<file path="src/rtl/rca_nibble_seq.sv">
// rca_nibble_seq: nibble-serial adder, one 4-bit slice per clock, LSB first.
// Define ADD_SUB_EN to honour the sub port (A-B); otherwise every operation is A+B+cin.
module rca_nibble_seq #(
   parameter int WIDTH = 32
) (
   input  logic             clk,
   input  logic             rst_n,
   input  logic             in_valid,
   output logic             in_ready,
   input  logic [WIDTH-1:0] a,
   input  logic [WIDTH-1:0] b,
   input  logic             cin,
   input  logic             sub,
   output logic             out_valid,
   input  logic             out_ready,
   output logic [WIDTH-1:0] sum,
   output logic             cout,
   output logic             ovf,
   output logic             busy
);
   localparam int N  = WIDTH / 4;
   localparam int IW = $clog2(N);
`ifdef ADD_SUB_EN
   localparam logic SUB_EN = 1'b1;
`else
   localparam logic SUB_EN = 1'b0;
`endif
   typedef enum logic [1:0] {IDLE, RUN, DONE} state_t;
   state_t state, state_d;
   logic [WIDTH-1:0] a_r, b_r;
   logic             carry_r;
   logic [IW-1:0]    idx;
   logic [4:0]       slice;
   logic             last, accept, do_sub;
   assign do_sub    = sub & SUB_EN;
   assign accept    = state == IDLE && in_valid;
   assign last      = idx == IW'(N - 1);
   // {idx,2'b00} is exactly $clog2(WIDTH) bits wide since WIDTH = 4*N
   assign slice     = {1'b0, a_r[{idx, 2'b00} +: 4]} + {1'b0, b_r[{idx, 2'b00} +: 4]} + {4'b0, carry_r};
   assign in_ready  = state == IDLE;
   assign out_valid = state == DONE;
   assign busy      = state != IDLE;
   always_comb begin
      state_d = state;
      case (state)
         IDLE:    state_d = in_valid ? RUN : IDLE;
         RUN:     state_d = last ? DONE : RUN;
         DONE:    state_d = out_ready ? IDLE : DONE;
         default: state_d = IDLE;
      endcase
   end
   always_ff @(posedge clk or negedge rst_n) begin
      if (!rst_n) begin
         state   <= IDLE;
         a_r     <= '0;
         b_r     <= '0;
         carry_r <= 1'b0;
         idx     <= '0;
         sum     <= '0;
         cout    <= 1'b0;
         ovf     <= 1'b0;
      end else begin
         state <= state_d;
         if (accept) begin
            a_r     <= a;
            b_r     <= do_sub ? ~b : b;
            carry_r <= do_sub | cin;
            idx     <= '0;
            sum     <= '0;
         end else if (state == RUN) begin
            sum[{idx, 2'b00} +: 4] <= slice[3:0];
            carry_r                <= slice[4];
            idx                    <= last ? '0 : idx + 1'b1;
            if (last) begin
               cout <= slice[4];
               ovf  <= (a_r[WIDTH-1] == b_r[WIDTH-1]) && (slice[3] != a_r[WIDTH-1]);
            end
         end
      end
   end
endmodule

</file>
<file path="config.mk">
export PLATFORM = sky130hd
export DESIGN_NAME = rca_nibble_seq
export DESIGN_NICKNAME = d
export VERILOG_FILES = /design/src/rtl/rca_nibble_seq.sv
export SDC_FILE = /design/constraint.sdc
export NUM_CORES = 1
export LEC_CHECK = 0
export ABC_CLOCK_PERIOD_IN_PS = 3800
export CORE_UTILIZATION = 51
export DETAILED_ROUTE_END_ITERATION = 8
export PLACE_DENSITY = 0.81
export SKIP_CTS_REPAIR_TIMING = 1
export SLEW_MARGIN = 10
export SYNTH_ARGS = -nofsm -noshare
export SYNTH_HDL_FRONTEND = slang
export SYNTH_SLANG_ARGS = --single-unit
</file>
<file path="constraint.sdc">
create_clock -name clk -period 3.8 [get_ports clk]
set_input_delay 0.76 -clock clk [delete_from_list [all_inputs] [get_ports clk]]
set_output_delay 0.76 -clock clk [all_outputs]
set_load 0.005 [all_outputs]
</file>
* Word-level counts from Yosys, hierarchy flattened
Cells that the tools add are included.
Storage, ports and cells: register bits after elaboration 104, bits of input ports 70, output and inout bits 37, word-level logic and storage cells 40
Operators by class: $add $sub $neg 4, eq/ne operators 5, shift operators 4, multiplexer cells 12, bitwise logic cells 1, reductions and logical operators 6
Operators by type and width (number):
- $mux 32 | 2
- $shiftx 32x6->4 | 2
- $bwmux 32 | 1
- $shift 4x7->32 const A | 1
- $shiftx 4x7->32 | 1
- $mux 3 | 3
- $neg 5->7 | 1
- $pmux 2 s3 | 1
- $add 4x4->5 | 1
- $add 5x1->5 | 1
- $mux 2 | 2
- $reduce_bool 2->1 | 2
- $add 3x1->3 const B | 1
- $eq 3x3->1 const B | 1
- $mux 1 | 3
- $reduce_and 3->1 | 1
- $eq 2x1->1 const B | 1
- $eq 2x2->1 const B | 1
- $logic_and 1x1->1 | 2
- $logic_not 2->1 | 1
- $eq 1x1->1 | 1
- $ne 1x1->1 | 1
- $not 1->1 | 1

* Longest topological paths before layout
Gate-level depths: netlist of run 1.
word-level depth 7, mapped depth 12, depth with buffers taken out 10

* Least setup slack after synthesis of run 1
No wires, ideal clock.
path kind register to register, start register idx[0], end register sum[15], library setup time 141 ps, data arrival time 2840 ps, required time 3659 ps, path slack 819 ps, cell stages (with the launch flop) 11, buffers on the path 2, period minus slack after synthesis 2981 ps, cell sequence dfrtp_1 > buf_4 > buf_2 > mux4_2 > nand2_1 > nand2_1 > fa_1 > a21o_1 > a21oi_1 > xor2_1 > o21ai_0
Between the ends: longest elaborated chain between the ends 7, elaborated cells between the ends (all ways) 10, those cells by class add/sub (3); shift (4); mux (3)
Ends and longest elaborated chain:
- from (decl) | line 32 | logic [IW-1:0] idx;
- from (signal assigned) | line 73 | idx <= last ? '0 : idx + 1'b1;
- $shiftx 32x6->4 | line 39 | assign slice = {1'b0, a_r[{idx, 2'b00} +: 4]} + {1'b0, b_r[{idx, 2'b00} +: 4]} + {4'b0, carry_r};
- $add 4x4->5 | line 39
- $add 5x1->5 | line 39
- $shiftx 4x7->32 | line 71 | sum[{idx, 2'b00} +: 4] <= slice[3:0];
- $bwmux 32 * | line 71
- $mux 32 * | line 70 | end else if (state == RUN) begin
- $mux 32 * | line 64 | if (accept) begin
- to (signal, indexed assignment) | line 71
- to (decl) | line 16 | output logic [WIDTH-1:0] sum,
Mark *: on every way between the ends. The rest lies on a longest branch, timed or not. The select of a mux whose other input is x is not followed. A chain may end at the register's enable or synchronous reset.

* Worst setup path after layout of run 1
start register idx[0], end register sum[7]
Same word-level chain as after synthesis.

==> results of run 1 <==
-- flip-flops by register name (all words and copies together) (netlist names) --
| name | flops |
|---|---|
| b_r | 32 |
| idx | 3 |
| cout | 1 |
| carry_r | 1 |
| sum | 32 |
| a_r | 32 |
| ovf | 1 |
| state | 2 |
-- kinds of logic (layout without fill, tap and decap cells) --
logic type / count (synthesis) / after routing / share of synthesized area
xor+xnor: 2 / 2 / 0.003630
simple gates: 281 / 281 / 0.2427
compound gates: 23 / 23 / 0.03396
buf+inv: 34 / 140 / 0.02748
fa+ha+maj: 9 / 9 / 0.02644
flops: 104 / 104 / 0.5393
mux: 41 / 41 / 0.1265
-- worst max-delay path: cells and delay by family (launching register included) --
| family | cells | cell delay (ns) |
|---|---|---|
| buffers and inverters | 3 | 0.48 |
| multiplexers | 2 | 0.64 |
| adder cells (fa/ha/maj) | 1 | 0.29 |
| XOR/XNOR | 1 | 0.20 |
| AND/OR/NAND/NOR | 2 | 0.29 |
| flip-flops | 1 | 0.63 |
| AO/OA/AOI/OAI | 2 | 0.49 |
-- power by group --
group          internal (uW)  switching (uW)  total [uW]
sequential              1570             329        1900
combinational           1250            1480        2730
clock                    493             372         864
total                   3320            2180        5500
-- synthesized netlist by cell type, types with 2 or more instances --
master	count
clkbuf_1	20
a21oi_1	3
ha_1	7
nor2_1	18
and2_1	3
nand2_1	233
mux2i_1	25
nand3b_1	2
o31ai_1	2
inv_1	10
mux4_2	16
nor2_2	2
fa_1	2
nand4_1	2
nand3_1	9
a21o_1	2
dfrtp_1	104
o21ai_0	9
nand2b_1	2
nor4_4	2
-- metrics by stage --
| stage | setup slack, ns | power, uW | area (um^2) |
|---|---|---|---|
| 2_1_floorplan | 0.8186 | 3617 | 4826 |
| 3_3_place_gp | 0.7661 | 4518 | 6011 |
| 3_5_place_dp | 0.6499 | 4651 | 6011 |
| 4_1_cts | 0.6167 | 5533 | 6275 |
| 5_1_grt | 0.4288 | 5895 | 6275 |
| 6_report | 0.6339 | 5500 | 6275 |
-- area by class of cell --
type                            instances  area (um^2)  share of cell area
Clock inverter                          4        98.84             0.01575
Clock buffer                           12        165.2             0.02632
Tap cell                              111        138.9             0.02213
Inverter                               11        41.29            0.006580
Timing Repair Buffer                  113         1134              0.1807
Sequential cell                       104         2603              0.4148
Multi-Input combinational cell        356         2095              0.3338
-- per-layer routing --
| metal | vias up | track usage | wire length (um) |
|---|---|---|---|
| met1 | 1834 | 0.3231 | 4919 |
| met5 | - | 0 | 0 |
| li1 | 1808 | - | - |
| met4 | 0 | 0.1052 | 289 |
| met2 | 96 | 0.4038 | 5456 |
| met3 | 25 | 0.02670 | 419 |
-- how the worst min path moves through the flow --
stage / startpoint / end / cells after the start
6_report: a_r[8] / a_r[8] / 2
3_5_place_dp: b_r[13] / b_r[13] / 2
5_1_grt: b_r[9] / b_r[9] / 2
4_1_cts: b_r[13] / b_r[13] / 2
2_1_floorplan: a_r[10] / a_r[10] / 2
3_3_place_gp: a_r[24] / a_r[24] / 2
==> run metrics, run 1 <==
Max-Cap Viols=0; area delta synth->final=30.02%; Final Hold Viols=0; TritonCTS clock tree=yes; Hold WS=about 0.48 ns; Clk pin slew, worst setup/hold paths=approximately 0.090 ns; Peak VDD IR=roughly 0.00045 V; crit path capture type=flop; initial antenna violation count=0; largest net degree at the start of global routing=81; R2R cell count=11; Clock Skew=between 0.01 and 0.015 ns; post-route ant nets=0; CP Data Arrival Time=3.40 ns; die width=roughly 99 um; final wirelength=11080 um; most frequent cells in the layout=nand2_1 (232), dfrtp_1 (104), clkdlybuf4s50_1 (104); mean post-synth cell area=a little under 10 um^2; Critical Path Fanout Max=18; Clk Latency, worst-skew pair=0.37 ns; total track usage=0.2416; r2r startpoint=idx[0]; status=complete, no violations; Via density=5.293; post-layout util=0.6823; crit path to=sum[7]; yosys warns=0; endpoints failing setup=0; RSZ-0062 raised after global routing=no; Initial Util=0.5248; Startpoint Class=flop; fmax=315.8 MHz; crit-path cells=buf_12 -> mux4_2 -> nand2_1 -> and2_1 -> inv_1 -> ha_1 -> a21o_1 -> a21oi_1 -> xor2_1 -> buf_4 -> mux2i_1; Pleak=about 0.0031 uW; Final #Nets=just under 700; synthesized area=0.004826 mm^2; Die Y=99.28 um; CP max-delay cell=dfrtp_1; top_reg_cell synth=dfrtp_1; Post-Synthesis Cells=a little under 500; layout cell share with drive strength beyond 1=0.08500; clk sinks=between 100 and 150; Port Buf Inserts=between 100 and 150; dpl hpwl=~8000 um; Crit path largest cell delay=0.63 ns; min Tclk post-route=around 3.2 ns; Post-synth EDFFs=0; relative slew slack=0.3182; row cnt=35; Initial DRC Count=between 150 and 200; core footprint=roughly 0.0092 mm^2; post-synth top area cell=dfrtp_1; Crit Path Class=flop to flop; worst setup path start=idx[0]; Post-Place Cells=695; worst slew pin tran=between 1 and 1.5 ns; Yosys cell types=slightly above 40; first-pass GRT wire length=around 18000 um; Die Area=about 0.01 mm^2; Data required, critical path=approximately 4 ns; drt drc=0; drt wl/cell=between 15 and 20 um; vias=between 3000 and 4000; IO Pins=107; r2r setup slk=0.63 ns; Worst Hold Class=flop to flop; Syn Nets=between 500 and 600; n_diodes=0; H-tree Lvls=3; total gr overflow=0; Num CTS Buffers=9; CTS max path bufs=2; GPL Wtd Cong=0.7876; Filler cells=700; root buf cell=clkbuf_8; vias in the first global route=3810; Power Density=~880 mW/mm^2; post-synthesis sequential area ratio=0.5393; top cell type's share of synthesized area=0.5393; commonest non-fill, non-tap cell in the layout=nand2_1; fin. max-slew vios=0; worst reg2reg endpoint=sum[7]; final cell count without fillers=between 700 and 800; TritonRoute pass-1 iters=5; main area contributors after synthesis=dfrtp_1 (54%), nand2_1 (18%), mux4_2 (7.5%); asr flop ratio synth=1.000; total negative slack=0 ns; Seq cells post-synth=104; crit share post-route=0.8332
(Power assumes the default switching activity.)
==> inputs of run 2 (changes only) <==
--- a/config.mk
+++ b/config.mk
@@ -5,10 +5,10 @@
 export SDC_FILE = /design/constraint.sdc
 export NUM_CORES = 1
 export LEC_CHECK = 0
-export ABC_CLOCK_PERIOD_IN_PS = 3800
-export CORE_UTILIZATION = 51
+export ABC_CLOCK_PERIOD_IN_PS = 2600
+export CORE_UTILIZATION = 46
 export DETAILED_ROUTE_END_ITERATION = 8
-export PLACE_DENSITY = 0.81
+export PLACE_DENSITY = 0.77
 export SKIP_CTS_REPAIR_TIMING = 1
 export SLEW_MARGIN = 10
 export SYNTH_ARGS = -nofsm -noshare
==> constraint.sdc (replaced) <==
create_clock -name clk -period 2.6 [get_ports clk]
set_input_delay 0.52 -clock clk [delete_from_list [all_inputs] [get_ports clk]]
set_output_delay 0.52 -clock clk [all_outputs]
set_load 0.005 [all_outputs]
==> run metrics, run 2 (synthesized netlist as in run 1, its figures left out) <==
Clk pin slew, worst setup/hold paths=0.10 ns; IO Pins=about 110; TritonCTS clock tree=yes; worst reg2reg endpoint=sum[7]; post-route ant nets=0; drt wl/cell=approximately 15 um; largest registers=a_r: 32 flops, b_r: 32 flops, sum: 32 flops; met1 track demand over resource=0.2854; M3 GR Usage=0.03697; fmax=388.4 MHz; Data required, critical path=2.85 ns; status=complete, but fails checks; r2r setup slk=approximately 0.025 ns; drt drc=2; Max-Cap Viols=0; worst slack, placed=-0.06372 ns; total power=approximately 8800 uW; commonest non-fill, non-tap cell in the layout=nand2_1; worst slew pin tran=0.5339 ns; crit path capture type=flop; H-tree Lvls=3; crit share post-route=0.9902; endpoints failing setup=0; die width=roughly 100 um; vias=approximately 3800; root buf cell=clkbuf_8; Num CTS Buffers=9; clk sinks=about 100; layout cell share with drive strength beyond 1=0.1514; GR met2 Demand/Resource=0.3633; CTS max path bufs=2; total gr overflow=0; Final Hold Viols=0; area of the multi-input gates=between 0.002 and 0.0025 mm^2; Via density=a little over 5; most frequent cells in the layout=nand2_1 (226), clkdlybuf4s50_1 (104), dfrtp_1 (103); Peak VDD IR=0.0007328 V; Clock Skew=0.008938 ns; n_diodes=0; Die Area=approximately 0.011 mm^2; core footprint=roughly 0.010 mm^2; area delta synth->final=35.62%; Worst Hold Class=input pin to asynchronous set/reset pin; post-route cell area=0.006545 mm^2; first-pass GRT wire length=around 18000 um; Clk Latency, worst-skew pair=between 0.3 and 0.4 ns; sequential cell area=between 0.002 and 0.003 mm^2; dpl hpwl=about 8200 um; final worst setup slack=0.02543 ns; row cnt=37; largest net degree at the start of global routing=62; R2R cell count=10; CP Data Arrival Time=roughly 2.8 ns; Critical Path Fanout Max=8; Die Y=approximately 100 um; Filler cells=slightly below 800; final wirelength=about 11000 um; initial antenna violation count=0; Crit Path Class=flop to flop; relative slew slack=0.6403; total negative slack=0 ns; GR peak layer=met2; vias in the first global route=about 3900; Power Density=between 1000 and 1500 mW/mm^2; violated checks=design-rule violations; Port Buf Inserts=about 110; Initial DRC Count=roughly 160; Final #Nets=696; total track usage=0.2169; TritonRoute pass-1 iters=6; Pleak=0.003169 uW; GPL Wtd Cong=~0.85; fin. max-slew vios=0; r2r startpoint=idx[0]; RSZ-0062 raised after global routing=yes; Placed Area=slightly above 0.006 mm^2; Startpoint Class=flop; min Tclk post-route=between 2 and 3 ns; Initial Util=0.4717
==> run 2: changes by cell type in the layout (fill, tap and decap cells not counted), moves of 5 or more <==
cell | before | now
buf_4 | 7 | 25
o21ai_0 | 9 | 4
inv_1 | 10 | 5
nand2_2 | 1 | 7
nand2_1 | 232 | 226
==> run 2: area by class of cell <==
| type | instances | share of cell area |
|---|---|---|
| Clock inverter | 4 | 0.01185 |
| Clock buffer | 11 | 0.02313 |
| Tap cell | 136 | 0.02600 |
| Sequential cell | 104 | 0.3978 |
| Inverter | 11 | 0.007073 |
| Timing Repair Buffer | 135 | 0.2047 |
| Multi-Input combinational cell | 356 | 0.3294 |
==> run 2: critical path: stages, from the launching register on <==
cell,delay [ns]
dfrtp_2,0.43
buf_12,0.14
mux4_2,0.52
nand2_2,0.09
nand2_2,0.07
fa_2,0.37
a21o_1,0.23
a21oi_4,0.18
xor2_2,0.17
buf_6,0.16
mux2i_1,0.08
==> run 2: worst max path at each step <==
stage                start  endpoint  slack [ns]
floorplan           idx[0]   sum[15]      -0.009
global placement    idx[0]   sum[15]        0.01
detailed placement  idx[0]   carry_r       -0.06
CTS                 idx[0]   carry_r       -0.09
global route        idx[0]    sum[7]       -0.04
finish              idx[0]    sum[7]        0.03
==> run 2: layer usage <==
| metal | vias up | wire [um] |
|---|---|---|
| met4 | 0 | 205 |
| li1 | 1849 | - |
| met1 | 1866 | 4977 |
| met2 | 98 | 5598 |
| met3 | 21 | 535 |
| met5 | - | 0 |
==> run 2: metrics by stage <==
step / hold slack [ns] / instances / utilization
floorplan: 0.2244 / 494 / -
global placement: 0.4527 / 736 / 0.6072
detailed placement: 0.4589 / 736 / 0.6072
CTS: 0.08728 / 751 / 0.6296
global route: 0.1086 / 757 / 0.6397
finish: 0.07719 / 757 / 0.6397
==> run 2: where the power goes <==
part,switching (uW),total (uW),internal (uW)
clock,546,1140,593
sequential,393,2700,2300
combinational,2560,4950,2390
